File: src/rtl/add_share_arbiter_if.sv
// Signal bundle between the requesting stages, the shared adder and add_share_arbiter.
// The slave modport is the arbiter's view; master is the requester/adder side.
interface add_share_arbiter_if #(
    parameter int NUM_REQ = 4,
    parameter int WIDTH   = 16
);
    localparam int IDW = $clog2(NUM_REQ);

    logic [NUM_REQ-1:0]       req;
    logic [NUM_REQ*WIDTH-1:0] req_a;
    logic [NUM_REQ*WIDTH-1:0] req_b;
    logic [NUM_REQ-1:0]       ack;
    logic [WIDTH-1:0]         result;
    logic [IDW-1:0]           result_id;
    logic                     timeout_err;
    logic                     add_enable;
    logic [WIDTH-1:0]         add_a;
    logic [WIDTH-1:0]         add_b;
    logic [WIDTH-1:0]         add_sum;
    logic                     add_done;

    modport slave (
        input  req, req_a, req_b, add_sum, add_done,
        output ack, result, result_id, timeout_err, add_enable, add_a, add_b
    );

    modport master (
        output req, req_a, req_b, add_sum, add_done,
        input  ack, result, result_id, timeout_err, add_enable, add_a, add_b
    );
endinterface

File: src/rtl/add_share_arbiter.sv
// Round-robin arbiter time-sharing one saturating adder between NUM_REQ requesters.
// Optional macro ADD_ARB_TIMEOUT_EN adds a TIMEOUT-clock watchdog on the adder's done flag.
module add_share_arbiter #(
    parameter int NUM_REQ = 4,
    parameter int WIDTH   = 16,
    parameter int TIMEOUT = 15
) (
    input  logic               clk,
    input  logic               rst,
    add_share_arbiter_if.slave bus
);
    localparam int IDW = $clog2(NUM_REQ);

    if (NUM_REQ < 2 || TIMEOUT < 1) begin : g_param_check
        $error("add_share_arbiter: NUM_REQ must be >= 2 and TIMEOUT >= 1");
    end

    typedef enum logic [1:0] {IDLE, ISSUE, WAIT, RELEASE} state_t;

    state_t             state_q;
    logic [IDW-1:0]     rr_ptr_q;
    logic [IDW-1:0]     grant_id_q;
    logic [IDW-1:0]     result_id_q;
    logic [NUM_REQ-1:0] ack_q;
    logic [WIDTH-1:0]   result_q;
    logic [WIDTH-1:0]   add_a_q;
    logic [WIDTH-1:0]   add_b_q;
    logic               add_en_q;

    logic [IDW-1:0]     grant_id_d;
    logic [IDW-1:0]     rr_ptr_d;
    logic [IDW-1:0]     cand;
    logic               win_vld;
    logic [WIDTH-1:0]   win_a;
    logic [WIDTH-1:0]   win_b;
    logic [NUM_REQ-1:0] grant_oh;
    int                 idx;

    // Scan from the highest offset down so the nearest set bit after rr_ptr wins.
    always_comb begin
        win_vld    = 1'b0;
        grant_id_d = '0;
        cand       = '0;
        idx        = 0;
        for (int off = NUM_REQ - 1; off >= 0; off--) begin
            idx = int'(rr_ptr_q) + off;
            if (idx >= NUM_REQ) idx = idx - NUM_REQ;
            cand = IDW'(idx);
            if (bus.req[cand]) begin
                win_vld    = 1'b1;
                grant_id_d = cand;
            end
        end
    end

    assign win_a    = bus.req_a[int'(grant_id_d)*WIDTH +: WIDTH];
    assign win_b    = bus.req_b[int'(grant_id_d)*WIDTH +: WIDTH];
    assign rr_ptr_d = (grant_id_q == IDW'(NUM_REQ - 1)) ? '0 : grant_id_q + IDW'(1);
    assign grant_oh = NUM_REQ'(1) << grant_id_q;

    assign bus.ack        = ack_q;
    assign bus.result     = result_q;
    assign bus.result_id  = result_id_q;
    assign bus.add_enable = add_en_q;
    assign bus.add_a      = add_a_q;
    assign bus.add_b      = add_b_q;

`ifdef ADD_ARB_TIMEOUT_EN
    localparam int TCW = $clog2(TIMEOUT + 1);
    logic [TCW-1:0] tmo_cnt_q;
    logic           terr_q;
    assign bus.timeout_err = terr_q;
`else
    assign bus.timeout_err = 1'b0;
`endif

    always_ff @(posedge clk or posedge rst) begin
        if (rst) begin
            state_q     <= IDLE;
            rr_ptr_q    <= '0;
            grant_id_q  <= '0;
            result_id_q <= '0;
            ack_q       <= '0;
            result_q    <= '0;
            add_a_q     <= '0;
            add_b_q     <= '0;
            add_en_q    <= 1'b0;
`ifdef ADD_ARB_TIMEOUT_EN
            tmo_cnt_q   <= '0;
            terr_q      <= 1'b0;
`endif
        end else begin
            ack_q <= '0;
`ifdef ADD_ARB_TIMEOUT_EN
            terr_q <= 1'b0;
`endif
            case (state_q)
                // A done still high here belongs to an op abandoned by reset.
                IDLE: begin
                    if (win_vld && !bus.add_done) begin
                        grant_id_q <= grant_id_d;
                        add_a_q    <= win_a;
                        add_b_q    <= win_b;
                        add_en_q   <= 1'b1;
                        state_q    <= ISSUE;
                    end
                end
                ISSUE: begin
                    add_en_q <= 1'b0;
                    state_q  <= WAIT;
`ifdef ADD_ARB_TIMEOUT_EN
                    tmo_cnt_q <= '0;
`endif
                end
                WAIT: begin
                    if (bus.add_done) begin
                        result_q    <= bus.add_sum;
                        result_id_q <= grant_id_q;
                        ack_q       <= grant_oh;
                        rr_ptr_q    <= rr_ptr_d;
                        state_q     <= RELEASE;
                    end
`ifdef ADD_ARB_TIMEOUT_EN
                    else if (tmo_cnt_q == TCW'(TIMEOUT - 1)) begin
                        result_q    <= '0;
                        result_id_q <= grant_id_q;
                        ack_q       <= grant_oh;
                        terr_q      <= 1'b1;
                        rr_ptr_q    <= rr_ptr_d;
                        state_q     <= RELEASE;
                    end else begin
                        tmo_cnt_q <= tmo_cnt_q + TCW'(1);
                    end
`endif
                end
                RELEASE: begin
                    if (!bus.add_done) state_q <= IDLE;
                end
                default: state_q <= IDLE;
            endcase
        end
    end
endmodule

File: src/flat_wrapper.sv
// flat-port wrapper written by rule: the top's interface ports become plain ports
module add_share_arbiter_flat 
#(
    parameter int NUM_REQ = 4,
    parameter int WIDTH   = 16,
    parameter int TIMEOUT = 15
)
  (clk, rst, bus_req, bus_req_a, bus_req_b, bus_add_sum, bus_add_done, bus_ack, bus_result, bus_result_id, bus_timeout_err, bus_add_enable, bus_add_a, bus_add_b);
  add_share_arbiter_if #(.NUM_REQ(NUM_REQ), .WIDTH(WIDTH)) bus_i ();
  input  logic clk;
  input  logic rst;
  input wire logic [$bits(bus_i.req)-1:0] bus_req;
  input wire logic [$bits(bus_i.req_a)-1:0] bus_req_a;
  input wire logic [$bits(bus_i.req_b)-1:0] bus_req_b;
  input wire logic [$bits(bus_i.add_sum)-1:0] bus_add_sum;
  input wire logic [$bits(bus_i.add_done)-1:0] bus_add_done;
  output wire logic [$bits(bus_i.ack)-1:0] bus_ack;
  output wire logic [$bits(bus_i.result)-1:0] bus_result;
  output wire logic [$bits(bus_i.result_id)-1:0] bus_result_id;
  output wire logic [$bits(bus_i.timeout_err)-1:0] bus_timeout_err;
  output wire logic [$bits(bus_i.add_enable)-1:0] bus_add_enable;
  output wire logic [$bits(bus_i.add_a)-1:0] bus_add_a;
  output wire logic [$bits(bus_i.add_b)-1:0] bus_add_b;
  assign bus_i.req = bus_req;
  assign bus_i.req_a = bus_req_a;
  assign bus_i.req_b = bus_req_b;
  assign bus_i.add_sum = bus_add_sum;
  assign bus_i.add_done = bus_add_done;
  assign bus_ack = bus_i.ack;
  assign bus_result = bus_i.result;
  assign bus_result_id = bus_i.result_id;
  assign bus_timeout_err = bus_i.timeout_err;
  assign bus_add_enable = bus_i.add_enable;
  assign bus_add_a = bus_i.add_a;
  assign bus_add_b = bus_i.add_b;
  add_share_arbiter #(.NUM_REQ(NUM_REQ), .WIDTH(WIDTH), .TIMEOUT(TIMEOUT)) u_core (.clk(clk), .rst(rst), .bus(bus_i));
endmodule
File: config.mk
export PLATFORM = sky130hd
export DESIGN_NAME = add_share_arbiter_flat
export DESIGN_NICKNAME = d
export VERILOG_FILES = /design/src/rtl/add_share_arbiter_if.sv /design/src/rtl/add_share_arbiter.sv /design/src/flat_wrapper.sv
export SDC_FILE = /design/constraint.sdc
export NUM_CORES = 1
export LEC_CHECK = 0
export ABC_AREA = 1
export CAP_MARGIN = 20
export CORE_ASPECT_RATIO = 0.9
export CORE_MARGIN = 2
export CORE_UTILIZATION = 33
export CTS_CLUSTER_DIAMETER = 60
export DETAILED_ROUTE_END_ITERATION = 7
export PLACE_DENSITY = 0.69
export RECOVER_POWER = 50
export SLEW_MARGIN = 10
export SYNTH_ARGS = -nofsm -noshare
export SYNTH_HDL_FRONTEND = slang
export SYNTH_SLANG_ARGS = --single-unit
File: constraint.sdc
create_clock -name clk -period 1.85 [get_ports clk]
set_input_delay 0.2775 -clock clk [delete_from_list [all_inputs] [get_ports clk]]
set_output_delay 0.2775 -clock clk [all_outputs]
set_load 0.03 [all_outputs]
==> reports/qor.yml, run 1 <==
worst_setup_path:
  path_delay_family: "simple AND/OR/NAND/NOR gates"
  reg2reg_slack_ns: -0.08
  r2r_end: "u_core.bus.add_a[11]"
  timing.rr.start: "u_core.rr_ptr_q[0]"
  worstSetupEndpointType: "register"
  cp.buffers_inverters: 4
  slowest_delay_ns: 0.45
  worstPathArrival_ns: 2.13
  cp_common_cell: "nand2_1"
  crit_cells: 11
  crit_chain: "clkbuf_16 > buf_4 > a21oi_2 > nand3_4 > nand2_8 > inv_4 > buf_6 > nand2_1 > nand2_1 > nand2_1 > nand3_1"
  slowest_stage: "dfrtp_2"
  crit_type: "register to register"
  critPathCapture: "u_core.bus.add_a[11]"
  worstSetupStartpointType: "register"
  required_ns: 2.04
  startpoint: "u_core.rr_ptr_q[0]"
  worstRegToRegCells: 11
  critPathMaxFanout: 6
clock_tree:
  cts_tree: "done"
  htreeDepth: 3
  cts_num_sinks: 61
  cts_hold_buf: 0
  cts_made_buffers: 9
  clock_latency_ns: 0.31
  clk_pin_slew_ns: 0.05
  cts_buffer_depth: 2
  ctsRootBufferMaster: "clkbuf_16"
status:
  violations: "negative setup slack"
  status: "complete, but fails checks"
timing:
  finalWorstSetupSlack_ns: -0.0835
  fin_crit_ns: 1.93
  finalSetupViolCount: 30
  fin_crit_sh_pct: 105
  max_freq_ghz: 0.517
  slew_headroom_pct: 11.5
  rsz0062_at_grt: "true"
  hold_viol: 0
  clock_skew_ns: 0.00296
  tightest_slew_ns: 1.33
  final_max_slew_viol_count: 0
synth:
  netlist_top_cells_area: "dfrtp_1 38%, nand2_1 23%, nand3_1 13%"
  synth.largest_area_cell: "dfrtp_1"
  syn_inst: 611
  synth_area_per_cell_um2: 6.53
  yosysTopAreaCellShare_pct: 38.2
  yosysWarnings: 0
  ys_seq_area_share_pct: 38.2
  ys_ff_latch: 61
  syn_nets: 771
  synth_cell_types: 24
  netlist_area_um2: 3990
pwr:
  power_density_nw_per_um2: 1910
  p_switching_w: 0.00623
  p_int_w: 0.00745
  p_comb_share_pct: 70.0
  clkPwrFrac_pct: 13.0
  seqPwrFrac_pct: 17.1
  p_leak_nw: 3.59
  p_sw_share_pct: 45.6
  p_total_w: 0.0137
  ir_drop_uv: 781
die:
  pin_count: 207
  start_util_pct: 33.4
  die_h_um: 108
  dieArea_um2: 13000
  rows: 38
  fp.dieW_um: 120
  fp.coreArea_um2: 11900
placed_design:
  gp_congestion: 0.833
  io_buffer_count: 205
  dp_hpwl_um: 9220
global_route:
  overflow: 0
  antenna_found_initial: 0
  grt_pass1_vias: 4299
  track_usage_pct: 18.8
  grt_pass1_wl_um: 19800
  grt_start_max_net_pins: 39
routing:
  vias_per_cell: 4.66
  drtIter0Drc: 240
  routed_wl_um: 13800
  remaining_drc_errors: 0
  wl_per_cell_um: 13.9
  ant_nets: 0
  drt_first_pass_iters: 7
  routed-via-count: 4640
hold_path:
  hold_class: "register to register"
  min_path_cells: 2
layout:
  diodes: 0
  synthToLayoutAreaGrowth_pct: 79.1
  drive_gt1_share_pct: 11.2
  nets: 992
  finish.utilization_pct: 59.9
flow_run:
  maxCapViolations: 0
==> state kept, by name (all words and copies together), names as in the netlist <==
| signal | flops |
|---|---|
| u_core.bus.result | 16 |
| u_core.bus.add_a | 16 |
| u_core.grant_id_q | 2 |
| u_core.rr_ptr_q | 2 |
| u_core.bus.add_enable | 1 |
| u_core.bus.add_b | 16 |
| u_core.bus.result_id | 2 |
| u_core.bus.ack | 4 |
| u_core.state_q | 2 |
==> power by group through the flow <==
stage	combinational, W	clock (W)	sequential (W)
final	0.00957	0.00177	0.00234
after global routing	0.0103	0.00189	0.00242
after CTS	0.00788	0.00182	0.00232
after detailed placement	0.00735	0	0.00231
after global placement	0.00718	0	0.00230
after floorplan	0.00379	0	0.00332
==> how the worst min path moves through the flow <==
stage / start / end / slack, ns
2_1_floorplan: bus_add_sum[0] / u_core.bus.result[0] / 0.39
3_3_place_gp: u_core.bus.result[10] / u_core.bus.result[10] / 0.46
3_5_place_dp: u_core.bus.result[15] / u_core.bus.result[15] / 0.46
4_1_cts: rst / u_core.bus.add_a[8] / 0.36
5_1_grt: u_core.bus.add_b[15] / u_core.bus.add_b[15] / 0.49
6_report: u_core.bus.result[15] / u_core.bus.result[15] / 0.48
==> worst register-to-register path, delay by kind of cell, from the launching register on <==
kind	cells	cell delay [ns]
buffers and inverters	4	0.54
flip-flops	1	0.45
AO/OA/AOI/OAI	1	0.18
AND/OR/NAND/NOR	6	0.64
==> placed cells by master (no fill, tap or decap), drive strengths merged <==
master	instances
conb	1
dlygate4sd3	1
clkinvlp	3
inv	104
nor2	9
clkdlybuf4s50	204
xnor2	1
dfrtp	61
bufinv	2
a31oi	1
clkbuf	22
ha	9
or2	21
nand3	106
clkinv	1
and2	1
a2bb2oi	1
o21ai	8
a21oi	3
nand2	253
buf	24
==> cell families (layout without fill, tap and decap cells) <==
family | count (synthesis) | in the layout | synth area share, %
and+or+nand+nor | 389 | 390 | 42.3
buffers and inverters | 137 | 361 | 14.6
DFF | 61 | 61 | 38.2
AOI/OAI and AO/OA | 13 | 13 | 1.76
adders and majority gates | 9 | 9 | 2.82
other | 1 | 1 | 0.0940
xor gates and xnor gates | 1 | 1 | 0.219
==> per-layer routing <==
metal | global-route usage, % | up-vias | part of all wire, %
met5 | 0 | - | 0
met4 | 6.30 | 0 | 1.8
met3 | 5.01 | 24 | 7.4
met2 | 31.8 | 182 | 48
met1 | 23.2 | 2149 | 43
li1 | - | 2285 | -
==> timing repair <==
action / CTS / global route
pin swaps: 4 / 20
setup endpoints to repair: 31 / 37
cloned: 2 / 13
buffers inserted: 1 / 2
gates resized for setup: 15 / 41
==> metrics by stage <==
step	TNS, ns	cell area [µm²]	worst slack [ns]	hold slack (ns)	std cells
6_report	-1.07	7150	-0.0835	0.477	996
5_1_grt	-6.31	7150	-0.166	0.492	996
4_1_cts	-0.0324	6710	-0.00806	0.357	981
3_5_place_dp	-9.22	6270	-0.306	0.465	963
3_3_place_gp	-7.10	6270	-0.242	0.461	963
2_1_floorplan	0	3990	0.0595	0.387	611
==> Yosys cell counts, drive strengths merged <==
library cell and count:
nand2 252, nand3 106, inv 105, dfrtp 61, buf 23, or2 21, clkbuf 9, ha 9
nor2 9, o21ai 8, a21oi 3, a2bb2oi 1, a31oi 1, and2 1, conb 1, xnor2 1
==> final cells by class <==
type / count / area [µm²]
inverter: 105 / 400
timing repair inverter: 1 / 7.51
clock buffer: 11 / 243
clock inverter: 4 / 72.6
tap: 160 / 200
multi-input combinational: 414 / 2100
timing repair buffer: 240 / 2590
sequential: 61 / 1530
fill: 1073 / 4790
No activity file was read; power rests on OpenSTA's default activity.
==> run 2: changes to the inputs <==
CAP_MARGIN = unset   (was 20)
CORE_MARGIN = unset   (was 2)
==> reports/qor.yml, run 2 (synthesis gave the netlist of run 1 again) <==
routing:
  routed-via-count: 4623  # -0.37%
  wl_per_cell_um: 14.0  # +0.77%
  routed_wl_um: 14100  # +1.8%
  drt_first_pass_iters: 5  # -2
  drtIter0Drc: 254  # +5.8%
  ant_nets: 0  # unchanged
  remaining_drc_errors: 0  # unchanged
  vias_per_cell: 4.60  # -1.4%
worst_setup_path:
  critPathCapture: "u_core.bus.add_b[7]"
  timing.rr.start: "u_core.rr_ptr_q[0]"
  critPathMaxFanout: 6  # unchanged
  crit_chain: "buf_12 > xnor2_4 > nand2_2 > buf_4 > nand2_1 > nand2_1 > nand3_2 > buf_6 > nor2_4 > buf_12 > buf_12 > nand3_1 > nand3_1"
  required_ns: 2.11  # +0.07 ns
  reg2reg_slack_ns: -0.14  # -0.06 ns
  startpoint: "u_core.rr_ptr_q[0]"
  r2r_end: "u_core.bus.add_b[7]"
  cp.buffers_inverters: 5  # +1
  worstSetupStartpointType: "register"
  worstRegToRegCells: 13  # +2
  cp_common_cell: "buf_12"
  slowest_stage: "dfrtp_2"
  crit_cells: 13  # +2
  slowest_delay_ns: 0.47  # +0.02 ns
  crit_type: "register to register"
  worstPathArrival_ns: 2.25  # +0.12 ns
  worstSetupEndpointType: "register"
  path_delay_family: "buffers and inverters"
status:
  violations: "negative setup slack"
  status: "complete, but fails checks"
clock_tree:
  cts_tree: "done"
  ctsRootBufferMaster: "clkbuf_16"
  clock_latency_ns: 0.32  # about the same
  cts_buffer_depth: 2  # unchanged
  cts_num_sinks: 61  # unchanged
  clk_pin_slew_ns: 0.06  # about the same
  cts_made_buffers: 9  # unchanged
  htreeDepth: 3  # unchanged
placed_design:
  dp.cells: 965  # +0.21%
  gp_congestion: 0.800  # -4.0%
  io_buffer_count: 205  # unchanged
  dpl_cell_area_um2: 6330  # +0.84%
  dp_hpwl_um: 9240  # +0.20%
pwr:
  p_leak_nw: 3.72  # +3.6%
  power_density_nw_per_um2: 1910  # -0.30%
  ir_drop_uv: 905  # +16%
  p_total_w: 0.0141  # +3.3%
timing:
  finalSetupViolCount: 35  # +17%
  fin_crit_sh_pct: 108  # +3.1 points
  hold_viol: 0  # unchanged
  final_max_slew_viol_count: 0  # unchanged
  finalWorstSetupSlack_ns: -0.140  # -0.0569 ns
  tns_ns: -2.99  # -1.92 ns
  clock_skew_ns: 0.00629  # +0.00334 ns
  rsz0062_at_grt: "true"
  max_freq_ghz: 0.502  # -2.9%
  fin_crit_ns: 1.99  # +0.0569 ns
  slew_headroom_pct: 44.8  # +33 points
  tightest_slew_ns: 0.828  # -0.499 ns
die:
  fp.dieW_um: 118  # -1.7%
  rows: 37  # -2.6%
  die_h_um: 106  # -1.8%
  dieArea_um2: 12500  # -3.5%
  start_util_pct: 34.3  # +0.90 points
  pin_count: 207  # unchanged
  fp.coreArea_um2: 11600  # -2.6%
layout:
  fillers: 983  # -8.4%
  seqCellArea_um2: 1530  # unchanged
  multi_input_area_um2: 2230  # +6.2%
  synthToLayoutAreaGrowth_pct: 85.5
  drive_gt1_share_pct: 15.2  # +3.9 points
  diodes: 0  # unchanged
  nets: 1005  # +1.3%
  finalNonFillerCells: 1006  # +1.0%
  final_area_um2: 7400  # +3.6%
  layout_common_cells: "227 x nand2_1, 201 x clkdlybuf4s50_1, 98 x inv_1, 84 x nand3_1, 59 x dfrtp_1"
  final_common_cell: "nand2_1"
global_route:
  track_usage_pct: 21.6  # +2.9 points
  grt_start_max_net_pins: 62  # +59%
  grt_pass1_wl_um: 21600  # +9.0%
  antenna_found_initial: 0  # unchanged
  overflow: 0  # unchanged
  grt_pass1_vias: 4574  # +6.4%
flow_run:
  maxCapViolations: 0  # unchanged
hold_path:
  hold_class: "register to register"
[run 2: worst min-delay path, delay by kind of cell (launching register included)]
| kind | cells | cell delay (ns) |
|---|---|---|
| and+or+nand+nor | 2 | 0.10 |
| DFF | 1 | 0.34 |
[run 2: layout make-up]
cell class | instances | share of cell area, %
timing repair buffer | 254 | 37.0
clock buffer | 10 | 3.09
multi-input combinational | 413 | 30.2
clock inverter | 6 | 0.862
sequential | 61 | 20.7
inverter | 105 | 5.44
timing repair inverter | 1 | 0.101
tap | 156 | 2.64
[run 2: repair_timing]
action	in CTS	in global routing
cloned	7	4
hold endpoints to repair	0	0
resized for setup	60	41
buffers inserted	12	6
pin swaps	18	15
hold buffers	0	0
endpoints found under the setup margin	34	37
[run 2: where the power goes]
group / switching (W) / total [W] / internal, W
Combinational: 0.00547 / 0.0101 / 0.00465
Sequential: 0.000419 / 0.00237 / 0.00195
Clock: 0.000597 / 0.00164 / 0.00104
Total: 0.00649 / 0.0141 / 0.00764
[run 2: through the flow]
step                      hold slack, ns  setup WS (ns)  utilization (%)
after CTS                          0.367         -0.117             61.6
after global routing               0.487         -0.260             63.7
after floorplan                    0.387         0.0595                -
after global placement             0.462         -0.295             54.4
after detailed placement           0.465         -0.409             54.4
final                              0.476         -0.140             63.7
[run 2: per-layer routing]
layer	GRT usage (%)	share of wire (%)	wire [µm]
met1	25.5	41	5800
met2	37.9	50	7020
met3	5.47	6.8	957
met4	7.97	2.2	305
met5	0	0	0
[run 2: how the worst min path moves through the flow]
| stage | endpoint | from | slack [ns] | depth (start not counted) |
|---|---|---|---|---|
| floorplan | u_core.bus.result[0] | bus_add_sum[0] | 0.39 | 2 |
| global placement | u_core.bus.result[4] | u_core.bus.result[4] | 0.46 | 2 |
| detailed placement | u_core.bus.result[14] | u_core.bus.result[14] | 0.46 | 2 |
| CTS | u_core.bus.add_a[8] | rst | 0.37 | 3 |
| global route | u_core.bus.result[15] | u_core.bus.result[15] | 0.49 | 2 |
| finish | u_core.bus.result[14] | u_core.bus.result[14] | 0.48 | 2 |
